$ cat config.mk
export PLATFORM = sky130hd
export DESIGN_NAME = hazard_ctrl
export DESIGN_NICKNAME = d
export VERILOG_FILES = /design/src/rtl/hazard_pkg.sv /design/src/rtl/hazard_ctrl_forward_unit.sv /design/src/rtl/hazard_ctrl.sv
export SDC_FILE = /design/constraint.sdc
export NUM_CORES = 1
export LEC_CHECK = 0
export ABC_AREA = 1
export CAP_MARGIN = 20
export CORE_ASPECT_RATIO = 0.5
export CORE_MARGIN = 2
export CORE_UTILIZATION = 49
export CTS_BUF_LIST = sky130_fd_sc_hd__clkbuf_8
export CTS_CLUSTER_DIAMETER = 100
export DETAILED_ROUTE_END_ITERATION = 8
export HOLD_SLACK_MARGIN = 0.1
export PLACE_DENSITY = 0.88
export SYNTH_ARGS = -nofsm -noshare
export SYNTH_HDL_FRONTEND = slang
export SYNTH_SLANG_ARGS = --single-unit
export TNS_END_PERCENT = 100
$ cat constraint.sdc
create_clock -name CLK -period 3.6 [get_ports CLK]
set_input_delay 0.36 -clock CLK [delete_from_list [all_inputs] [get_ports CLK]]
set_output_delay 0.36 -clock CLK [all_outputs]
set_load 0.005 [all_outputs]
$ cat src/rtl/hazard_pkg.sv
// Shared types and encodings for the pipeline hazard controller.
package hazard_pkg;

    // Memory-wait FSM state
    typedef logic [1:0] state_t;
    localparam state_t StRun     = 2'd0;
    localparam state_t StMemWait = 2'd1;
    localparam state_t StErr     = 2'd2;

    // ResultSrc value marking a load in Execute
    localparam logic [1:0] ResultSrcLoad = 2'b01;

    // Operand forward-select encodings
    localparam logic [1:0] FwdRf  = 2'b00;
    localparam logic [1:0] FwdWb  = 2'b01;
    localparam logic [1:0] FwdMem = 2'b10;

    // Default data-memory wait budget before declaring an error
    localparam int unsigned MemTimeoutDefault = 16;

endpackage

$ cat src/rtl/hazard_ctrl_forward_unit.sv
// Operand bypass select for one Execute-stage source register.
module forward_unit
    import hazard_pkg::*;
(
    input  logic [4:0] rs_e_i,
    input  logic [4:0] rd_m_i,
    input  logic       reg_write_m_i,
    input  logic [4:0] rd_w_i,
    input  logic       reg_write_w_i,
    output logic [1:0] fwd_o
);

    // Memory stage is the younger producer, so it wins over Writeback
    always_comb begin
        fwd_o = FwdRf;
        if (reg_write_m_i && (rd_m_i != 5'd0) && (rd_m_i == rs_e_i)) begin
            fwd_o = FwdMem;
        end else if (reg_write_w_i && (rd_w_i != 5'd0) && (rd_w_i == rs_e_i)) begin
            fwd_o = FwdWb;
        end
    end

endmodule

$ cat src/rtl/hazard_ctrl.sv
// Pipeline hazard controller: forwarding, load-use/branch handling and
// data-memory wait tracking with a sticky timeout error.
module hazard_ctrl
    import hazard_pkg::*;
#(
    parameter int unsigned MEM_TIMEOUT = MemTimeoutDefault,
    parameter int unsigned CNT_W       = 16
) (
    input  logic             CLK,
    input  logic             RST,
    input  logic [4:0]       Rs1_D,
    input  logic [4:0]       Rs2_D,
    input  logic [4:0]       Rs1_E,
    input  logic [4:0]       Rs2_E,
    input  logic [4:0]       Rd_E,
    input  logic [1:0]       ResultSrcE,
    input  logic             PCSrcE,
    input  logic [4:0]       Rd_M,
    input  logic             RegWriteM,
    input  logic [4:0]       Rd_W,
    input  logic             RegWriteW,
    input  logic             MemReqM,
    input  logic             MemReadyM,
    output logic [1:0]       ForwardAE,
    output logic [1:0]       ForwardBE,
    output logic             StallF,
    output logic             StallD,
    output logic             StallE,
    output logic             StallM,
    output logic             FlushD,
    output logic             FlushE,
    output logic             FlushW,
    output logic             MemErr,
    output logic [CNT_W-1:0] StallCnt
);

    localparam int unsigned WaitW = $clog2(MEM_TIMEOUT + 1);

    state_t             state_q, state_d;
    logic [WaitW-1:0]   wait_cnt_q, wait_cnt_d;
    logic [CNT_W-1:0]   stall_cnt_q, stall_cnt_d;
    logic               mem_stall;
    logic               load_use;
    logic [1:0]         fwd_a, fwd_b;

    forward_unit u_fwd_a (
        .rs_e_i        (Rs1_E),
        .rd_m_i        (Rd_M),
        .reg_write_m_i (RegWriteM),
        .rd_w_i        (Rd_W),
        .reg_write_w_i (RegWriteW),
        .fwd_o         (fwd_a)
    );

    forward_unit u_fwd_b (
        .rs_e_i        (Rs2_E),
        .rd_m_i        (Rd_M),
        .reg_write_m_i (RegWriteM),
        .rd_w_i        (Rd_W),
        .reg_write_w_i (RegWriteW),
        .fwd_o         (fwd_b)
    );

    assign load_use = (ResultSrcE == ResultSrcLoad) && (Rd_E != 5'd0) &&
                      ((Rd_E == Rs1_D) || (Rd_E == Rs2_D));

    // Memory-wait FSM next state; the first stalled cycle happens in RUN and counts as wait 1
    always_comb begin
        state_d    = state_q;
        wait_cnt_d = wait_cnt_q;
        mem_stall  = 1'b0;
        case (state_q)
            StRun: begin
                mem_stall = MemReqM && !MemReadyM;
                if (mem_stall) begin
                    state_d    = StMemWait;
                    wait_cnt_d = WaitW'(1);
                end
            end
            StMemWait: begin
                mem_stall = !MemReadyM;
                if (MemReadyM) begin
                    state_d    = StRun;
                    wait_cnt_d = '0;
                end else begin
                    wait_cnt_d = wait_cnt_q + WaitW'(1);
                    if (wait_cnt_q >= WaitW'(MEM_TIMEOUT - 1)) begin
                        state_d = StErr;
                    end
                end
            end
            StErr: begin
                mem_stall = 1'b0;
            end
            default: begin
                state_d    = StRun;
                wait_cnt_d = '0;
            end
        endcase
    end

    // Stall/flush priority: reset, memory wait or error, taken branch, load-use
    always_comb begin
        StallF = 1'b0;
        StallD = 1'b0;
        StallE = 1'b0;
        StallM = 1'b0;
        FlushD = 1'b0;
        FlushE = 1'b0;
        FlushW = 1'b0;
        if (RST) begin
            StallF = 1'b0;
        end else if (mem_stall || (state_q == StErr)) begin
            StallF = 1'b1;
            StallD = 1'b1;
            StallE = 1'b1;
            StallM = 1'b1;
            FlushW = 1'b1;
        end else if (PCSrcE) begin
            FlushD = 1'b1;
            FlushE = 1'b1;
        end else if (load_use) begin
            StallF = 1'b1;
            StallD = 1'b1;
            FlushE = 1'b1;
        end
    end

    // Saturating count of fetch-stall cycles
    always_comb begin
        stall_cnt_d = stall_cnt_q;
        if (StallF && (stall_cnt_q != {CNT_W{1'b1}})) begin
            stall_cnt_d = stall_cnt_q + CNT_W'(1);
        end
    end

    // State registers with synchronous reset
    always_ff @(posedge CLK) begin
        if (RST) begin
            state_q     <= StRun;
            wait_cnt_q  <= '0;
            stall_cnt_q <= '0;
        end else begin
            state_q     <= state_d;
            wait_cnt_q  <= wait_cnt_d;
            stall_cnt_q <= stall_cnt_d;
        end
    end

    assign ForwardAE = RST ? FwdRf : fwd_a;
    assign ForwardBE = RST ? FwdRf : fwd_b;
    assign MemErr    = (state_q == StErr);
    assign StallCnt  = stall_cnt_q;

endmodule
==> results of run 1 <==
-- kinds of logic (layout without fill, tap and decap cells) --
family / Yosys count / after routing / synth area share (%)
AND/OR/NAND/NOR: 155 / 155 / 37.5
buffers and inverters: 47 / 115 / 10.5
AO/OA/AOI/OAI: 32 / 32 / 10.6
XOR/XNOR: 32 / 32 / 14.9
flip-flops: 23 / 23 / 24.5
adder cells (fa/ha/maj): 3 / 3 / 2.00
-- cell usage in the layout (no fill, tap or decap), types with 2 or more instances in the layout --
cell             synthesis  final
dfxtp_1                 23     23
or2_0                    2      2
nor4_1                   3      3
clkdlybuf4s50_1          0     71
o21ai_0                  5      5
a21oi_2                  7      7
clkbuf_8                 0      3
a21oi_1                 15     15
nor3_1                   6      6
nor2_1                  36     36
xnor2_1                 11     11
inv_2                    6      6
inv_1                   33     33
nand2_1                 67     67
ha_1                     3      3
nand3_1                 29     29
nand4_1                  2      2
a211oi_1                 2      2
nand3b_1                 2      2
xor2_1                  21     21
nand2_2                  3      3
-- Yosys cell counts, drive strengths merged --
library cell / count / area (sq um)
o41ai: 1 / 8.76
a21oi: 22 / 136
nand3: 30 / 163
nor3: 6 / 30.0
xnor2: 11 / 96.3
nand2: 71 / 282
a211oi: 2 / 15.0
dfxtp: 23 / 460
o22ai: 1 / 6.26
o21ai: 5 / 25.0
xor2: 21 / 184
nand4: 2 / 12.5
nor3b: 1 / 18.8
nand3b: 2 / 15.0
a221oi: 1 / 8.76
ha: 3 / 37.5
or2: 2 / 12.5
nor4: 3 / 18.8
inv: 39 / 146
nor2: 38 / 153
buf: 7 / 47.5
clkbuf: 1 / 3.75
-- per-layer routing --
layer	global-route usage (%)	vias up	wire length [um]	share of wire, %
li1	-	1066	-	-
met1	24.7	929	2160	46
met2	44.6	39	2400	51
met3	4.72	2	171	3.6
met4	3.64	0	10	0.21
met5	0	-	0	0
-- state kept, by name (all words and copies together), names as in the netlist --
register,flops
StallCnt,16
state_q,2
wait_cnt_q,5
-- critical path, cell delays in order --
cell,delay [ns]
clkdlybuf4s50_1,0.54
inv_2,0.05
nand2_1,0.05
nand2_1,0.05
nor2_1,0.11
nand3_1,0.07
nand2_1,0.09
nand3_1,0.08
nand2_2,0.32
clkdlybuf4s50_1,0.58
-- where the power goes --
group	internal [mW]	total, mW	switching, mW
Combinational	0.173	0.376	0.203
Sequential	0.281	0.303	0.0220
Clock	0.0772	0.162	0.0845
-- worst max path at each step --
stage,start,cells past startpoint,slack [ns],endpoint
final,Rd_E[1],10,0.94,StallD
after global routing,Rd_E[0],10,0.80,StallD
after CTS,Rd_E[1],10,0.94,StallD
after detailed placement,Rd_E[1],10,0.94,StallD
after global placement,Rd_E[0],10,0.98,StallF
after floorplan,StallCnt[0],9,1.89,StallCnt[0]
-- final cells by class --
class                      count  area [sq um]
tap                           51          63.8
multi-input combinational    222          1220
timing repair buffer          72           718
fill                         278           890
sequential                    23           460
clock buffer                   3          41.3
clock inverter                 1          5.00
inverter                      39           146
==> flow_summary.ini, run 1 <==
[yosys]
ys_warn_count = 0
syn_inst = 292
synth_fp_nets = 339
synth-seq-cells = 23
synth-seq-area-share_pct = 24.5
avgSynthCellArea_sq_um = 6.44
netlist_area_sq_um = 1880
synth.distinct_cells = 32

[clock_network]
cts_tree = done
postCtsHoldBufs = 0
insertion_delay_ns = 0.27
cts_buffers = 3
post_cts_buffers = 0
clockRootBuffer = clkbuf_8
ctsResizeCount = 0
htree_levels = 1
clkTransAtPathRegs_ns = 0.08
clock_path_buffers = 2
clock_sinks = 23

[placed_design]
placed_cells = 407
place.gp.congestion = 0.877
hpwl_um = 3870
dp_slack_ns = 0.936
placed_area_sq_um = 2610
port_buffers = 71

[min_path]
worstHoldStart = wait_cnt_q[2]
hold_path_class = reg -> reg
whs_path_depth = 2
holdPathEnd = wait_cnt_q[2]

[critical_path]
crit_type = in -> out
r2r-start = StallCnt[0]
r2r-end = StallCnt[2]
r2r_setup_slack_ns = 1.68
endpoint_kind = output port
required_ns = 3.24
crit_fanout = 20
start_kind = input port
worstPathArrival_ns = 2.30
reg2reg_depth = 9

[sta]
setup_viol = 0
clock_skew_ns = 0.0104
fin_crit_ns = 2.66
tightest_slew_ns = 0.584
grt_setup_unrepaired = false
finalSetupTns_ns = 0
timing.slew.headroom_pct = 61.1
slew_violations = 0
fmax_mhz = 376
whs_ns = 0.490
fin_crit_sh_pct = 73.9
hold_viol = 0
worst_slack_ns = 0.940

[global_routing]
grt_pass1_vias = 1799
grt_remaining_overflow = 0
track_usage_pct = 21.7
antenna_found_initial = 0
grt_pass1_wl_um = 7530
grt_max_degree = 22

[detailed_routing]
routedWlPerCell_um = 11.5
vias = 2036
antenna_left = 0
drcViolationCount = 0
drt-total-wl_um = 4740
avgViaCountPerCell = 4.95
detailedRoute.firstIterationViolations = 55
firstDrtPassIters = 4

[finish]
layout.cells.non_filler = 411
area_growth_syn_to_layout_pct = 41.3
fin_nets = 408
drive_gt1_share_pct = 7.22
design_area_sq_um = 2660
antennaDiodeCount = 0
final_util_pct = 74.9

[pwr]
leakage_nw = 1.09
finalPower_uw = 841
irDropWorstVdd_v = 0.000259
power.density_nw_per_um2 = 316

[floorplan]
initial_core_util_pct = 53.0
die_height_um = 47.8
coreArea_sq_um = 3550
rows = 15
die_w_um = 91.6
dieArea_sq_um = 4380
io_pins = 72

[status]
status = completed

[flow_run]
cap_violations = 0
Note: power is estimated with default switching activity, not from simulation.
==> inputs of run 2 (changes only) <==
--- a/config.mk
+++ b/config.mk
@@ -9,12 +9,12 @@
 export CAP_MARGIN = 20
 export CORE_ASPECT_RATIO = 0.5
 export CORE_MARGIN = 2
-export CORE_UTILIZATION = 49
+export CORE_UTILIZATION = 41
 export CTS_BUF_LIST = sky130_fd_sc_hd__clkbuf_8
 export CTS_CLUSTER_DIAMETER = 100
 export DETAILED_ROUTE_END_ITERATION = 8
 export HOLD_SLACK_MARGIN = 0.1
-export PLACE_DENSITY = 0.88
+export PLACE_DENSITY = 0.79
 export SYNTH_ARGS = -nofsm -noshare
 export SYNTH_HDL_FRONTEND = slang
 export SYNTH_SLANG_ARGS = --single-unit
==> constraint.sdc (replaced) <==
create_clock -name CLK -period 2.2 [get_ports CLK]
set_input_delay 0.22 -clock CLK [delete_from_list [all_inputs] [get_ports CLK]]
set_output_delay 0.22 -clock CLK [all_outputs]
set_load 0.005 [all_outputs]
==> flow_summary.ini, run 2 (synthesis results as in run 1) <==
[status]
status = completed

[critical_path]
crit_fanout = 3
critPathMaxStageDelay_ns = 0.52
cp_num_buf_inv = 3
crit_cells = 10
cp_cell_sequence = clkdlybuf4s50_1, inv_2, nand2_1, nand2_1, nor2_1, nand3_1, nand2_1, nand3_1, nand2_2, clkdlybuf4s50_1
slowest_stage = clkdlybuf4s50_1
cpMostUsedCell = nand2_1
reg2reg_depth = 9
required_ns = 1.98
worstPathArrival_ns = 1.87
endpoint_kind = output port
cp_top_family = buffers and inverters
crit_type = in -> out
start_kind = input port

[sta]
fmax_mhz = 478
setup_viol = 0
timing.slew.headroom_pct = 75.9
slew_violations = 0
clock_skew_ns = 0.0152
tightest_slew_ns = 0.356
whs_ns = 0.483
worst_slack_ns = 0.110
fin_crit_sh_pct = 95.0
hold_viol = 0
fin_crit_ns = 2.09

[floorplan]
io_pins = 72
rows = 17
die_w_um = 99.8
die_height_um = 51.9
coreArea_sq_um = 4400
dieArea_sq_um = 5180
initial_core_util_pct = 42.7

[global_routing]
track_usage_pct = 20.5
grt_remaining_overflow = 0
antenna_found_initial = 0
grt_max_degree = 23
grt_pass1_vias = 2005
grt_pass1_wl_um = 8620

[clock_network]
clockRootBuffer = clkbuf_8
insertion_delay_ns = 0.27
htree_levels = 1
cts_tree = done
cts_buffers = 3
clock_sinks = 23
clkTransAtPathRegs_ns = 0.08
clock_path_buffers = 2
postCtsHoldBufs = 0

[pwr]
irDropWorstVdd_v = 0.000338
leakage_nw = 1.28
power.density_nw_per_um2 = 518

[detailed_routing]
detailedRoute.firstIterationViolations = 46
avgViaCountPerCell = 4.87
drcViolationCount = 0
drt-total-wl_um = 5050
vias = 2098
firstDrtPassIters = 4
antenna_left = 0
routedWlPerCell_um = 11.7

[finish]
antennaDiodeCount = 0
fin_nets = 422
drive_gt1_share_pct = 11.8
area_growth_syn_to_layout_pct = 49.4
mostFrequentLayoutCell = nand2_1
final_cell_mix = 67 x nand2_1, 61 x clkdlybuf4s50_1, 35 x nor2_1
largest_register_ffs = 16

[min_path]
hold_path_class = reg -> reg
whs_path_depth = 2

[placed_design]
port_buffers = 71
place.gp.congestion = 0.837
dp_slack_ns = -0.0621
hpwl_um = 4050

[flow_run]
cap_violations = 0
-- run 2: cell types whose count changed in the layout (fill, tap and decap cells not counted), sizes merged --
cell,delta
clkdlybuf4s50,-10
buf,+14
dlygate4sd2,+1
dlymetal6s2s,+9
-- run 2: worst min-delay path, stage by stage (launching register included) --
cell and delay (ns):
dfxtp_1 0.33, inv_1 0.05, a21oi_1 0.05
-- run 2: worst paths after layout --
kind                  from       endpoint  slack, ns
min reg2reg  wait_cnt_q[2]  wait_cnt_q[2]       0.48
max                Rd_E[3]         StallF       0.11
max reg2reg    StallCnt[0]    StallCnt[2]       0.23
min          wait_cnt_q[2]  wait_cnt_q[2]       0.48
-- run 2: what timing repair did --
action,CTS,global route
gates cloned,0,0
resized for setup,5,11
setup buffers,0,3
pin swaps,1,3
setup endpoints to repair,4,6
-- run 2: metrics by stage --
step / power (mW) / setup TNS, ns / util (%) / cell area (sq um) / std cells
detailed placement: 1.18 / -0.145 / 61.4 / 2700 / 424
floorplan: 0.882 / 0 / - / 1880 / 292
global placement: 1.15 / -0.0499 / 61.4 / 2700 / 424
CTS: 1.45 / -0.000594 / 62.7 / 2760 / 428
finish: 1.46 / 0 / 63.8 / 2810 / 431
global route: 1.56 / -0.00554 / 63.8 / 2810 / 431
-- run 2: layer usage --
metal,vias to the layer above,GRT usage (%),routed length (um)
met3,6,3.49,140
met2,29,40.4,2560
li1,1099,-,-
met1,964,23.4,2270
met5,-,0,0
met4,0,5.02,80
-- run 2: final cells by class --
| class | instances | area, sq um |
|---|---|---|
| clock buffers | 3 | 41.3 |
| clock inverters | 1 | 5.00 |
| fillers | 365 | 1590 |
| inverters | 39 | 146 |
| multi-input cells | 222 | 1240 |
| flip-flops and latches | 23 | 460 |
| well taps | 57 | 71.3 |
| repair buffers | 86 | 845 |
-- run 2: report_power, final --
part | switching (mW) | internal (mW)
combinational | 0.360 | 0.328
clock | 0.142 | 0.126
sequential | 0.0375 | 0.460
